## src/rtl/battleship_pkg.sv

```systemverilog
`default_nettype none
// ============================================================================
//  Module   : battleship_pkg
//  Purpose  : Shared types, board limits, ship codes and big-bomb offsets.
//  Revision : 1.0
// ============================================================================
package battleship_pkg;

  typedef enum logic [1:0] {
    ST_IDLE   = 2'd0,
    ST_PROBE  = 2'd1,
    ST_COMMIT = 2'd2,
    ST_OVER   = 2'd3
  } state_t;

  localparam logic [3:0] BOARD_MIN = 4'd1;
  localparam logic [3:0] BOARD_MAX = 4'd10;

  localparam logic [4:0] PATROL     = 5'b00001;
  localparam logic [4:0] SUB        = 5'b00010;
  localparam logic [4:0] DESTROYER  = 5'b00100;
  localparam logic [4:0] BATTLESHIP = 5'b01000;
  localparam logic [4:0] CARRIER    = 5'b10000;

  // 3x3 walk: dy is the outer loop, dx the inner loop, both ascending.
  localparam logic signed [1:0] BIG_DX [0:8] = '{
    -2'sd1, 2'sd0, 2'sd1, -2'sd1, 2'sd0, 2'sd1, -2'sd1, 2'sd0, 2'sd1};
  localparam logic signed [1:0] BIG_DY [0:8] = '{
    -2'sd1, -2'sd1, -2'sd1, 2'sd0, 2'sd0, 2'sd0, 2'sd1, 2'sd1, 2'sd1};

  function automatic logic [4:0] top_ship(input logic [4:0] acc);
    if (acc[4])      return CARRIER;
    else if (acc[3]) return BATTLESHIP;
    else if (acc[2]) return DESTROYER;
    else if (acc[1]) return SUB;
    else if (acc[0]) return PATROL;
    else             return 5'b00000;
  endfunction

endpackage
`default_nettype wire

```

## src/rtl/key_edge_sync.sv

```systemverilog
`default_nettype none
// ============================================================================
//  Module   : key_edge_sync
//  Purpose  : Two-flop synchronizer plus edge register; pulses on a falling key.
//  Revision : 1.0
// ============================================================================
module key_edge_sync (
  input  logic clock,
  input  logic reset_N,
  input  logic key_L,
  output logic pulse
);

  logic r_sync1;
  logic r_sync2;
  logic r_prev;

  // Reset to the released level so coming out of reset never fakes a press.
  always_ff @(posedge clock or negedge reset_N) begin
    if (!reset_N) begin
      r_sync1 <= 1'b1;
      r_sync2 <= 1'b1;
      r_prev  <= 1'b1;
    end else begin
      r_sync1 <= key_L;
      r_sync2 <= r_sync1;
      r_prev  <= r_sync2;
    end
  end

  assign pulse = r_prev & ~r_sync2;

endmodule
`default_nettype wire

```

## src/rtl/bomb_turn_sequencer.sv

```systemverilog
`default_nettype none
// ============================================================================
//  Module   : bomb_turn_sequencer
//  Purpose  : Validates a bomb request, probes 1 or 9 squares, commits results.
//  Revision : 1.0
// ============================================================================
module bomb_turn_sequencer #(
  parameter int BIG_BOMBS_INIT     = 2,
  parameter int TOTAL_SHIP_SQUARES = 19
) (
  input  logic       clock,
  input  logic       reset_N,
  input  logic       scoreThis_L,
  input  logic [3:0] X,
  input  logic [3:0] Y,
  input  logic       big,
  output logic [3:0] probeX,
  output logic [3:0] probeY,
  input  logic       sqHit,
  input  logic       sqNearMiss,
  input  logic [4:0] sqShip,
  output logic       isHit,
  output logic       isNearMiss,
  output logic       isMiss,
  output logic [4:0] biggestShip,
  output logic [4:0] numberHit,
  output logic [1:0] bigLeft,
  output logic       somethingWrong,
  output logic       busy,
  output logic       gameOver
);
  import battleship_pkg::*;

  localparam logic [5:0] c_TOTAL    = 6'(TOTAL_SHIP_SQUARES);
  localparam logic [1:0] c_BIG_INIT = 2'(BIG_BOMBS_INIT);

  state_t r_state, w_state_next;
  logic [3:0]  r_cx, r_cy, r_slot;
  logic        r_big, r_any_hit, r_any_near;
  logic [4:0]  r_ship_acc, r_new_hits;
  logic [99:0] r_bombed;

  logic              w_pulse, w_req_ok, w_last_slot, w_in, w_reach_total;
  logic signed [1:0] w_dx, w_dy;
  logic signed [5:0] w_px, w_py;
  logic [6:0]        w_idx;
  logic [5:0]        w_sum;
  logic [4:0]        w_num_next;

  key_edge_sync u_key (
    .clock   (clock),
    .reset_N (reset_N),
    .key_L   (scoreThis_L),
    .pulse   (w_pulse)
  );

  assign w_req_ok = (X >= BOARD_MIN) && (X <= BOARD_MAX) &&
                    (Y >= BOARD_MIN) && (Y <= BOARD_MAX) &&
                    !(big && (bigLeft == 2'd0));

  always_comb begin
    w_dx = 2'sd0;
    w_dy = 2'sd0;
    if (r_big) begin
      w_dx = BIG_DX[r_slot];
      w_dy = BIG_DY[r_slot];
    end
  end

  assign w_px = $signed({2'b00, r_cx}) + $signed({{4{w_dx[1]}}, w_dx});
  assign w_py = $signed({2'b00, r_cy}) + $signed({{4{w_dy[1]}}, w_dy});
  assign w_in = (w_px >= $signed({2'b00, BOARD_MIN})) && (w_px <= $signed({2'b00, BOARD_MAX})) &&
                (w_py >= $signed({2'b00, BOARD_MIN})) && (w_py <= $signed({2'b00, BOARD_MAX}));

  // Off-board slots park the probe on the center and are ignored below.
  assign probeX = w_in ? w_px[3:0] : r_cx;
  assign probeY = w_in ? w_py[3:0] : r_cy;
  assign w_idx  = ({3'b000, probeY} - 7'd1) * 7'd10 + {3'b000, probeX} - 7'd1;

  assign w_last_slot   = (r_slot == (r_big ? 4'd8 : 4'd0));
  assign w_sum         = {1'b0, numberHit} + {1'b0, r_new_hits};
  assign w_num_next    = (w_sum >= c_TOTAL) ? c_TOTAL[4:0] : w_sum[4:0];
  assign w_reach_total = ({1'b0, w_num_next} == c_TOTAL);

  always_ff @(posedge clock or negedge reset_N) begin
    if (!reset_N) r_state <= ST_IDLE;
    else          r_state <= w_state_next;
  end

  always_comb begin
    w_state_next = r_state;
    unique case (r_state)
      ST_IDLE:   if (w_pulse && w_req_ok) w_state_next = ST_PROBE;
      ST_PROBE:  if (w_last_slot) w_state_next = ST_COMMIT;
      ST_COMMIT: w_state_next = w_reach_total ? ST_OVER : ST_IDLE;
      ST_OVER:   w_state_next = ST_OVER;
    endcase
  end

  always_ff @(posedge clock or negedge reset_N) begin
    if (!reset_N) begin
      r_cx <= '0; r_cy <= '0; r_slot <= '0; r_big <= 1'b0;
      r_any_hit <= 1'b0; r_any_near <= 1'b0; r_ship_acc <= '0; r_new_hits <= '0;
      r_bombed <= '0;
      isHit <= 1'b0; isNearMiss <= 1'b0; isMiss <= 1'b0;
      biggestShip <= '0; numberHit <= '0; bigLeft <= c_BIG_INIT;
      somethingWrong <= 1'b0; busy <= 1'b0; gameOver <= 1'b0;
    end else begin
      case (r_state)
        ST_IDLE: if (w_pulse) begin
          if (w_req_ok) begin
            somethingWrong <= 1'b0;
            busy           <= 1'b1;
            r_cx <= X; r_cy <= Y; r_big <= big; r_slot <= '0;
            r_any_hit <= 1'b0; r_any_near <= 1'b0; r_ship_acc <= '0; r_new_hits <= '0;
          end else begin
            somethingWrong <= 1'b1;
          end
        end
        ST_PROBE: begin
          if (w_in) begin
            r_any_hit  <= r_any_hit | sqHit;
            r_any_near <= r_any_near | sqNearMiss;
            r_ship_acc <= r_ship_acc | sqShip;
            if (sqHit && !r_bombed[w_idx]) begin
              r_new_hits      <= r_new_hits + 5'd1;
              r_bombed[w_idx] <= 1'b1;
            end
          end
          if (!w_last_slot) r_slot <= r_slot + 4'd1;
        end
        ST_COMMIT: begin
          isHit       <= r_any_hit;
          isNearMiss  <= !r_any_hit && r_any_near;
          isMiss      <= !r_any_hit && !r_any_near;
          biggestShip <= top_ship(r_ship_acc);
          numberHit   <= w_num_next;
          if (r_big) bigLeft <= bigLeft - 2'd1;
          busy     <= 1'b0;
          gameOver <= w_reach_total;
        end
        default: ;
      endcase
    end
  end

endmodule
`default_nettype wire
```

## config.mk

```make
export PLATFORM = sky130hd
export DESIGN_NAME = bomb_turn_sequencer
export DESIGN_NICKNAME = d
export VERILOG_FILES = /design/src/rtl/battleship_pkg.sv /design/src/rtl/key_edge_sync.sv /design/src/rtl/bomb_turn_sequencer.sv
export SDC_FILE = /design/constraint.sdc
export NUM_CORES = 1
export LEC_CHECK = 0
export ABC_CLOCK_PERIOD_IN_PS = 11700
export CORE_ASPECT_RATIO = 0.9
export CORE_MARGIN = 2
export CORE_UTILIZATION = 45
export DETAILED_ROUTE_END_ITERATION = 7
export DONT_BUFFER_PORTS = 1
export PLACE_DENSITY_LB_ADDON = 0.08
export SYNTH_ARGS = -nofsm -noshare
export SYNTH_HDL_FRONTEND = slang
export SYNTH_HIERARCHICAL = 1
export SYNTH_SLANG_ARGS = --single-unit
```

## constraint.sdc

```tcl
create_clock -name clock -period 11.7 [get_ports clock]
set_input_delay 2.925 -clock clock [delete_from_list [all_inputs] [get_ports clock]]
set_output_delay 2.925 -clock clock [all_outputs]
set_load 0.05 [all_outputs]
```

==> results of run 1 <==
cell type report:
type                            instances  area share
Tap cell                              240      0.0336
Clock inverter                         13      0.0192
Sequential cell                       148       0.415
Clock buffer                           19      0.0507
Multi-Input combinational cell        541       0.453
Inverter                               40      0.0168
Timing Repair Buffer                   14      0.0118
final timing paths:
kind / endpoint / start / cells after the start
min in group asynchronous: r_ship_acc[3] / reset_N / 0
setup / recovery: r_bombed[99] / r_slot[0] / 31
hold reg to reg: u_key/r_sync2 / u_key/r_sync1 / 0
hold / removal: u_key/r_sync2 / u_key/r_sync1 / 0
setup reg to reg: r_bombed[99] / r_slot[0] / 31
max in group asynchronous: r_bombed[51] / reset_N / 0
cell usage after synthesis (12+ instances only):
cell type	n	share of area
sky130_fd_sc_hd__clkbuf_1	27	0.012
sky130_fd_sc_hd__a31o_2	65	0.070
sky130_fd_sc_hd__dfrtp_1	144	0.44
sky130_fd_sc_hd__a31o_1	35	0.038
sky130_fd_sc_hd__xnor2_1	16	0.017
sky130_fd_sc_hd__nand3_1	20	0.012
sky130_fd_sc_hd__nor3_1	16	0.0099
sky130_fd_sc_hd__nor2_1	45	0.021
sky130_fd_sc_hd__mux2i_1	14	0.017
sky130_fd_sc_hd__inv_1	37	0.017
sky130_fd_sc_hd__nand2b_1	12	0.0092
sky130_fd_sc_hd__a21oi_1	34	0.021
sky130_fd_sc_hd__ha_1	32	0.049
sky130_fd_sc_hd__nand2_1	69	0.032
sky130_fd_sc_hd__o21ai_0	33	0.020
layer usage:
| metal | vias to the layer above | GRT usage |
|---|---|---|
| met1 | 3184 | 0.333 |
| met5 | - | 0 |
| met2 | 156 | 0.340 |
| met3 | 28 | 0.0500 |
| li1 | 2826 | - |
| met4 | 0 | 0.0692 |
per-stage QoR:
step	hold slack, ns	std cells	setup WS, ns	util
final	0.362	1015	2.28	0.506
after global routing	0.365	1015	1.56	0.506
after CTS	0.362	1015	2.31	0.506
after detailed placement	0.351	983	2.36	0.470
after global placement	0.348	983	2.55	0.470
after floorplan	0.345	767	3.68	-
layout by cell type (no fill, tap or decap), types with 5 or more instances in the layout:
cell type / count
sky130_fd_sc_hd__ha_1: 32
sky130_fd_sc_hd__mux2i_1: 14
sky130_fd_sc_hd__mux2_2: 7
sky130_fd_sc_hd__nor2_1: 45
sky130_fd_sc_hd__nor3_1: 16
sky130_fd_sc_hd__a31o_1: 35
sky130_fd_sc_hd__nand2b_1: 12
sky130_fd_sc_hd__buf_4: 14
sky130_fd_sc_hd__inv_1: 37
sky130_fd_sc_hd__o21ai_0: 29
sky130_fd_sc_hd__nor2b_1: 10
sky130_fd_sc_hd__fa_1: 5
sky130_fd_sc_hd__a31oi_1: 5
sky130_fd_sc_hd__dfrtp_1: 144
sky130_fd_sc_hd__o21ai_1: 8
sky130_fd_sc_hd__mux4_2: 10
sky130_fd_sc_hd__a21o_1: 8
sky130_fd_sc_hd__nand3_1: 20
sky130_fd_sc_hd__nand2_1: 69
sky130_fd_sc_hd__xor2_1: 10
sky130_fd_sc_hd__nand4_1: 5
sky130_fd_sc_hd__a22oi_1: 5
sky130_fd_sc_hd__xnor2_1: 16
sky130_fd_sc_hd__a31o_2: 65
sky130_fd_sc_hd__clkbuf_16: 17
sky130_fd_sc_hd__o31ai_1: 8
sky130_fd_sc_hd__and2_1: 5
sky130_fd_sc_hd__a21oi_1: 34
critical path, delay by kind of cell (launching register included):
family	cells	cell delay [ns]
flip-flops	1	0.44
AND/OR/NAND/NOR	8	1.76
adder cells (fa/ha/maj)	6	1.88
AO/OA/AOI/OAI	10	3.64
buffers and inverters	4	0.97
XOR/XNOR	3	0.58
registers in the layout, indices dropped and copies added, names as in the netlist:
name and cells:
isMiss 1, somethingWrong 1, r_any_near 1, r_any_hit 1, r_bombed 100, r_slot 4
r_new_hits 5, biggestShip 5, isNearMiss 1, r_cx 4, isHit 1, r_state 2
r_cy 4, r_ship_acc 5, u_key/r_prev 1, gameOver 1, u_key/r_sync1 1, u_key/r_sync2 1
r_big 1, bigLeft 2, busy 1, numberHit 5
kinds of logic after synthesis:
family	Yosys count
AOI/OAI and AO/OA	238
and+or+nand+nor	206
DFF	148
buffers and inverters	78
adders and majority gates	37
muxes	33
xor gates and xnor gates	27
==> impl_results.html, run 1 <==
<table>
<tr><th>Metric</th><th>Value</th></tr>
<tr><th colspan="2">Synthesis</th></tr>
<tr><td>Number of synthesized flops with an enable pin</td><td>0</td></tr>
<tr><td>Count of cell types in the netlist</td><td>77</td></tr>
<tr><td>Total of warnings raised by yosys</td><td>6</td></tr>
<tr><td>Per-instance average area after synthesis</td><td>~11 µm²</td></tr>
<tr><td>Combinational family with the most area after synthesis</td><td>compound AO/OA/AOI/OAI gates</td></tr>
<tr><td>Synthesized instance count</td><td>767</td></tr>
<tr><td>Primary flip-flop cell chosen by synthesis mapping</td><td>sky130_fd_sc_hd__dfrtp_1</td></tr>
<tr><td>Simple-Gate Fraction of Synth Area</td><td>0.126</td></tr>
<tr><td>Share of cell area taken by muxes after synthesis</td><td>0.0575</td></tr>
<tr><td>Post-synthesis xor/xnor area fraction</td><td>0.0301</td></tr>
<tr><td>Synthesized net count</td><td>823</td></tr>
<tr><td>Compound-gate portion of the synthesized area</td><td>0.223</td></tr>
<tr><td>Number of synthesized register bits</td><td>148</td></tr>
<tr><td>Fraction of the yosys area taken by sequential cells</td><td>0.457</td></tr>
<tr><td>Share of synthesized registers carrying an async set or reset</td><td>1.00</td></tr>
<tr><td>Adder and majority gate portion of the synthesized area</td><td>0.0616</td></tr>
<tr><td>Combined area of all synthesized cells</td><td>8120 µm²</td></tr>
<tr><th colspan="2">Setup path</th></tr>
<tr><td>Kind of end point of the critical path</td><td>flip-flop</td></tr>
<tr><td>Slowest stage delay, CP</td><td>1.11 ns</td></tr>
<tr><td>Required time of the worst setup path</td><td>12.06 ns</td></tr>
<tr><td>FF-to-FF setup slack</td><td>2.28 ns</td></tr>
<tr><td>Critical setup path kind</td><td>flip-flop to flip-flop</td></tr>
<tr><td>CP max stage cell</td><td>sky130_fd_sc_hd__o21ai_1</td></tr>
<tr><td>Cell with the most instances on the worst path</td><td>sky130_fd_sc_hd__ha_1</td></tr>
<tr><td>Critical path fanouts, max</td><td>100</td></tr>
<tr><td>Arrival time at the worst endpoint</td><td>9.78 ns</td></tr>
<tr><td>Setup crit start kind</td><td>flip-flop</td></tr>
<tr><th colspan="2">CTS</th></tr>
<tr><td>Post-CTS Setup Inserts</td><td>0</td></tr>
<tr><td>TritonCTS Sinks</td><td>148</td></tr>
<tr><td>Clock root buffer master</td><td>sky130_fd_sc_hd__clkbuf_16</td></tr>
<tr><td>CTS tree</td><td>built</td></tr>
<tr><td>Post-CTS Resized</td><td>0</td></tr>
<tr><td>Number of buffers between clock root and the deepest sink</td><td>2</td></tr>
<tr><td>Worst skew pair latency</td><td>between 0.4 and 0.5 ns</td></tr>
<tr><td>Number of buffers added by the clock tree synthesis step</td><td>17</td></tr>
<tr><td>H-Tree Level Count</td><td>4</td></tr>
<tr><td>Clk slew on worst S/H paths</td><td>0.07 ns</td></tr>
<tr><td>Hold Buf Count CTS</td><td>0</td></tr>
<tr><th colspan="2">Die</th></tr>
<tr><td>Number of I/O pins</td><td>45</td></tr>
<tr><td>Horizontal die dimension</td><td>between 100 and 150 µm</td></tr>
<tr><td>Chip height</td><td>131 µm</td></tr>
<tr><td>Area of the die</td><td>about 19000 µm²</td></tr>
<tr><td>Starting utilization of the core area</td><td>0.459</td></tr>
<tr><td>Floorplan Core Area</td><td>17700 µm²</td></tr>
<tr><td>FP Rows</td><td>46</td></tr>
<tr><th colspan="2">Drt</th></tr>
<tr><td>Average wire per standard cell</td><td>20.5 µm</td></tr>
<tr><td>Wire length on met1</td><td>9.90 mm</td></tr>
<tr><td>Number of antenna-violating nets in the routed design</td><td>0</td></tr>
<tr><td>Sum of routed wire length over all layers</td><td>20.8 mm</td></tr>
<tr><td>Via density</td><td>6.10</td></tr>
<tr><td>Post-detailed-route DRC marker count</td><td>0</td></tr>
<tr><td>Total length of routed met2 wires</td><td>9.48 mm</td></tr>
<tr><td>Met3 WL</td><td>1.14 mm</td></tr>
<tr><td>Highest metal used</td><td>met4</td></tr>
<tr><td>Initial DRC Count</td><td>approximately 470</td></tr>
<tr><td>First-pass iteration count of the detailed router</td><td>5</td></tr>
<tr><td>Routed vias</td><td>6194</td></tr>
<tr><th colspan="2">Global routing</th></tr>
<tr><td>Wire length of the first global-routing pass</td><td>34.6 mm</td></tr>
<tr><td>GRT Total Usage</td><td>0.228</td></tr>
<tr><td>Number of global-route vias before repair</td><td>6258</td></tr>
<tr><td>Overflow left after global routing</td><td>0</td></tr>
<tr><td>Pin count of the biggest net entering global routing</td><td>149</td></tr>
<tr><td>Antenna violations before repair</td><td>0</td></tr>
<tr><th colspan="2">STA</th></tr>
<tr><td>Upper clock frequency limit</td><td>0.106 GHz</td></tr>
<tr><td>Final min period</td><td>9.42 ns</td></tr>
<tr><td>Fin crit share</td><td>0.805</td></tr>
<tr><td>Number of failing setup endpoints in the final timing report</td><td>0</td></tr>
<tr><td>Number of max-slew violations in the final report</td><td>0</td></tr>
<tr><td>TNS Setup</td><td>0 ns</td></tr>
<tr><td>Final count of hold timing violations</td><td>0</td></tr>
<tr><td>Headroom to the max-slew limit</td><td>0.231</td></tr>
<tr><td>Worst slew pin tran</td><td>1.15 ns</td></tr>
<tr><td>RSZ-0062 raised after global routing</td><td>no</td></tr>
<tr><td>Worst clock skew</td><td>0.0142 ns</td></tr>
<tr><th colspan="2">Place</th></tr>
<tr><td>Cell area reported after detailed placement</td><td>8310 µm²</td></tr>
<tr><td>GP Congestion</td><td>0.850</td></tr>
<tr><td>DP HPWL</td><td>13.8 mm</td></tr>
<tr><td>PortBufs</td><td>0</td></tr>
<tr><th colspan="2">Cells and area</th></tr>
<tr><td>Number of nets in the layout</td><td>818</td></tr>
<tr><td>Number of fill cells</td><td>1613</td></tr>
<tr><td>Final antenna diode count</td><td>0</td></tr>
<tr><td>Combined area of the multi-input logic cells</td><td>4050 µm²</td></tr>
<tr><td>Storage element area</td><td>~3700 µm²</td></tr>
<tr><td>Post-Layout Inst Area</td><td>8940 µm²</td></tr>
<tr><td>Share of layout cells above drive strength 1</td><td>0.195</td></tr>
<tr><td>Layout-stage area growth over the synthesis result</td><td>10.1%</td></tr>
<tr><th colspan="2">Hold path</th></tr>
<tr><td>Class of the tightest hold or removal check</td><td>flip-flop to flip-flop</td></tr>
<tr><th colspan="2">Run</th></tr>
<tr><td>Max-Cap Viols</td><td>0</td></tr>
<tr><th colspan="2">Run status</th></tr>
<tr><td>Result of the run</td><td>finished clean</td></tr>
</table>
Power of run 1 is not shown: default switching activity piles up to over one toggle a cycle in this logic, so the estimate is an artifact.
==> inputs of run 2 (changes only) <==
Settings changed: ABC_CLOCK_PERIOD_IN_PS 11700 to 9030.
Clock period 11.7 ns to 9.03 ns, I/O delays scaled along.
==> impl_results.html, run 2 (synthesized netlist as in run 1, its figures left out) <==
<table>
<tr><th>Metric</th><th>Value</th></tr>
<tr><th colspan="2">Setup path</th></tr>
<tr><td>Setup crit start kind</td><td>flip-flop</td></tr>
<tr><td>Critical setup path kind</td><td>flip-flop to flip-flop</td></tr>
<tr><td>Required time of the worst setup path</td><td>9.39 ns (-2.67 ns)</td></tr>
<tr><td>Arrival time at the worst endpoint</td><td>8.59 ns (-1.19 ns)</td></tr>
<tr><td>Slowest stage delay, CP</td><td>0.70 ns (-0.41 ns)</td></tr>
<tr><td>Critical path fanouts, max</td><td>100 (unchanged)</td></tr>
<tr><td>Kind of end point of the critical path</td><td>flip-flop</td></tr>
<tr><td>Beginning of the worst register-to-register path</td><td>r_slot[0]</td></tr>
<tr><td>FF-to-FF End</td><td>r_bombed[81]</td></tr>
<tr><td>FF-to-FF setup slack</td><td>0.79 ns (-1.48 ns)</td></tr>
<tr><td>CP max stage cell</td><td>sky130_fd_sc_hd__xor2_1</td></tr>
<tr><td>Count of cells along the worst register-to-register path</td><td>31 (unchanged)</td></tr>
<tr><th colspan="2">Drt</th></tr>
<tr><td>Highest metal used</td><td>met4</td></tr>
<tr><td>Via density</td><td>6.05 (-0.83%)</td></tr>
<tr><td>Sum of routed wire length over all layers</td><td>20.6 mm (-0.97%)</td></tr>
<tr><td>Average wire per standard cell</td><td>20.2 µm (-1.7%)</td></tr>
<tr><td>First-pass iteration count of the detailed router</td><td>5 (unchanged)</td></tr>
<tr><td>Wire length on met1</td><td>9.88 mm (-0.20%)</td></tr>
<tr><td>Met3 WL</td><td>1.03 mm (-9.2%)</td></tr>
<tr><td>Initial DRC Count</td><td>443 (-6.3%)</td></tr>
<tr><td>Number of antenna-violating nets in the routed design</td><td>0 (unchanged)</td></tr>
<tr><td>Routed vias</td><td>6185 (-0.15%)</td></tr>
<tr><td>Total length of routed met2 wires</td><td>9.50 mm (+0.19%)</td></tr>
<tr><td>Post-detailed-route DRC marker count</td><td>0 (unchanged)</td></tr>
<tr><th colspan="2">Cells and area</th></tr>
<tr><td>Post-Layout Inst Area</td><td>8970 µm² (+0.29%)</td></tr>
<tr><td>Commonest cells after routing, fill and taps aside</td><td>sky130_fd_sc_hd__dfrtp_1, sky130_fd_sc_hd__nand2_1, sky130_fd_sc_hd__a31o_2, sky130_fd_sc_hd__nor2_1, sky130_fd_sc_hd__inv_1</td></tr>
<tr><td>Final antenna diode count</td><td>0 (unchanged)</td></tr>
<tr><td>Reg with most FFs</td><td>r_bombed</td></tr>
<tr><td>Share of layout cells above drive strength 1</td><td>0.199 (+0.00465)</td></tr>
<tr><td>Number of nets in the layout</td><td>825 (+0.86%)</td></tr>
<tr><td>Max reg flops</td><td>100 (unchanged)</td></tr>
<tr><td>Leading cell type in the layout, fill and taps excluded</td><td>sky130_fd_sc_hd__dfrtp_1</td></tr>
<tr><td>Layout-stage area growth over the synthesis result</td><td>10.4%</td></tr>
<tr><td>Final instance count without filler cells</td><td>1022 (+0.69%)</td></tr>
<tr><td>Number of fill cells</td><td>1634 (+1.3%)</td></tr>
<tr><th colspan="2">STA</th></tr>
<tr><td>Worst slew pin tran</td><td>1.07 ns (-0.0736 ns)</td></tr>
<tr><td>Headroom to the max-slew limit</td><td>0.280 (+0.0487)</td></tr>
<tr><td>Final count of hold timing violations</td><td>0 (unchanged)</td></tr>
<tr><td>Worst clock skew</td><td>0.0103 ns (-0.00391 ns)</td></tr>
<tr><td>Final min period</td><td>8.24 ns (-1.19 ns)</td></tr>
<tr><td>Number of max-slew violations in the final report</td><td>0 (unchanged)</td></tr>
<tr><td>TNS Setup</td><td>0 ns (unchanged)</td></tr>
<tr><td>Fin crit share</td><td>0.912 (+0.107)</td></tr>
<tr><td>Number of failing setup endpoints in the final timing report</td><td>0 (unchanged)</td></tr>
<tr><td>Upper clock frequency limit</td><td>0.121 GHz (+14%)</td></tr>
<tr><td>Final Hold Slack</td><td>0.357 ns (-0.00446 ns)</td></tr>
<tr><td>RSZ-0062 raised after global routing</td><td>no</td></tr>
<tr><th colspan="2">CTS</th></tr>
<tr><td>Number of buffers added by the clock tree synthesis step</td><td>17 (unchanged)</td></tr>
<tr><td>Post-CTS Setup Inserts</td><td>0 (unchanged)</td></tr>
<tr><td>Post-CTS Resized</td><td>0 (unchanged)</td></tr>
<tr><td>Clk slew on worst S/H paths</td><td>0.07 ns (about the same)</td></tr>
<tr><td>H-Tree Level Count</td><td>4 (unchanged)</td></tr>
<tr><td>Hold Buf Count CTS</td><td>0 (unchanged)</td></tr>
<tr><td>Number of buffers between clock root and the deepest sink</td><td>2 (unchanged)</td></tr>
<tr><td>Clock root buffer master</td><td>sky130_fd_sc_hd__clkbuf_16</td></tr>
<tr><td>Worst skew pair latency</td><td>0.42 ns (about the same)</td></tr>
<tr><td>CTS tree</td><td>built</td></tr>
<tr><td>TritonCTS Sinks</td><td>148 (unchanged)</td></tr>
<tr><th colspan="2">Place</th></tr>
<tr><td>GP Congestion</td><td>0.846 (-0.45%)</td></tr>
<tr><td>DP HPWL</td><td>13.8 mm (+0.45%)</td></tr>
<tr><td>Instance count after placement with tap cells included</td><td>990 (+0.71%)</td></tr>
<tr><td>PortBufs</td><td>0 (unchanged)</td></tr>
<tr><td>Cell area reported after detailed placement</td><td>8370 µm² (+0.78%)</td></tr>
<tr><th colspan="2">Hold path</th></tr>
<tr><td>Class of the tightest hold or removal check</td><td>flip-flop to flip-flop</td></tr>
<tr><td>Startpoint of the tightest hold check path</td><td>u_key/r_sync1</td></tr>
<tr><td>Hold EP</td><td>u_key/r_sync2</td></tr>
<tr><td>Hold Crit Depth</td><td>0 (unchanged)</td></tr>
<tr><th colspan="2">Global routing</th></tr>
<tr><td>Overflow left after global routing</td><td>0 (unchanged)</td></tr>
<tr><td>Pin count of the biggest net entering global routing</td><td>149 (unchanged)</td></tr>
<tr><td>Wire length of the first global-routing pass</td><td>33.4 mm (-3.3%)</td></tr>
<tr><td>GRT Total Usage</td><td>0.221 (-0.00718)</td></tr>
<tr><td>Number of global-route vias before repair</td><td>6159 (-1.6%)</td></tr>
<tr><td>Antenna violations before repair</td><td>0 (unchanged)</td></tr>
<tr><th colspan="2">Die</th></tr>
<tr><td>Starting utilization of the core area</td><td>0.459 (unchanged)</td></tr>
<tr><td>Area of the die</td><td>19100 µm² (unchanged)</td></tr>
<tr><td>Chip height</td><td>131 µm (unchanged)</td></tr>
<tr><td>Horizontal die dimension</td><td>146 µm (unchanged)</td></tr>
<tr><td>FP Rows</td><td>46 (unchanged)</td></tr>
<tr><td>Floorplan Core Area</td><td>17700 µm² (unchanged)</td></tr>
<tr><td>Number of I/O pins</td><td>45 (unchanged)</td></tr>
<tr><th colspan="2">Run status</th></tr>
<tr><td>Result of the run</td><td>finished clean</td></tr>
<tr><th colspan="2">Run</th></tr>
<tr><td>Max-Cap Viols</td><td>0 (unchanged)</td></tr>
</table>
[run 2: layout make-up]
| class | instances | area (µm²) | area share |
|---|---|---|---|
| timing repair buffer | 21 | 170 | 0.0190 |
| multi-input combinational | 541 | 4050 | 0.451 |
| clock inverter | 13 | 149 | 0.0166 |
| sequential | 148 | 3710 | 0.414 |
| clock buffer | 19 | 443 | 0.0494 |
| inverter | 40 | 150 | 0.0167 |
| tap | 240 | 300 | 0.0335 |
[run 2: critical path: cells and delay by family, from the launching register on]
| kind | cells | cell delay (ns) |
|---|---|---|
| compound gates | 9 | 2.28 |
| xor+xnor | 1 | 0.70 |
| fa+ha+maj | 4 | 1.23 |
| buf+inv | 8 | 1.32 |
| flops | 1 | 0.43 |
| mux | 1 | 0.11 |
| simple gates | 8 | 2.04 |
[run 2: layer usage]
layer,global-route usage,up-vias
met2,0.345,164
met1,0.313,3172
li1,-,2832
met3,0.0479,17
met5,0,-
met4,0.0583,0
[run 2: through the flow]
stage | util | worst slack (ns)
after floorplan | - | 1.01
after global placement | 0.474 | 1.15
after detailed placement | 0.474 | 0.950
after CTS | 0.507 | 0.935
after global routing | 0.507 | 0.285
final | 0.507 | 0.794
[run 2: how the worst max path moves through the flow]
stage	startpoint	end	slack (ns)	cells past startpoint
2_1_floorplan	r_slot[0]	r_bombed[40]	1.01	32
3_3_place_gp	r_slot[0]	r_bombed[87]	1.15	33
3_5_place_dp	r_slot[0]	r_bombed[17]	0.95	29
4_1_cts	r_slot[0]	r_bombed[17]	0.93	29
5_1_grt	r_slot[1]	r_bombed[25]	0.29	31
6_report	r_slot[0]	r_bombed[81]	0.79	31
Power of run 2 is left out for the same reason.
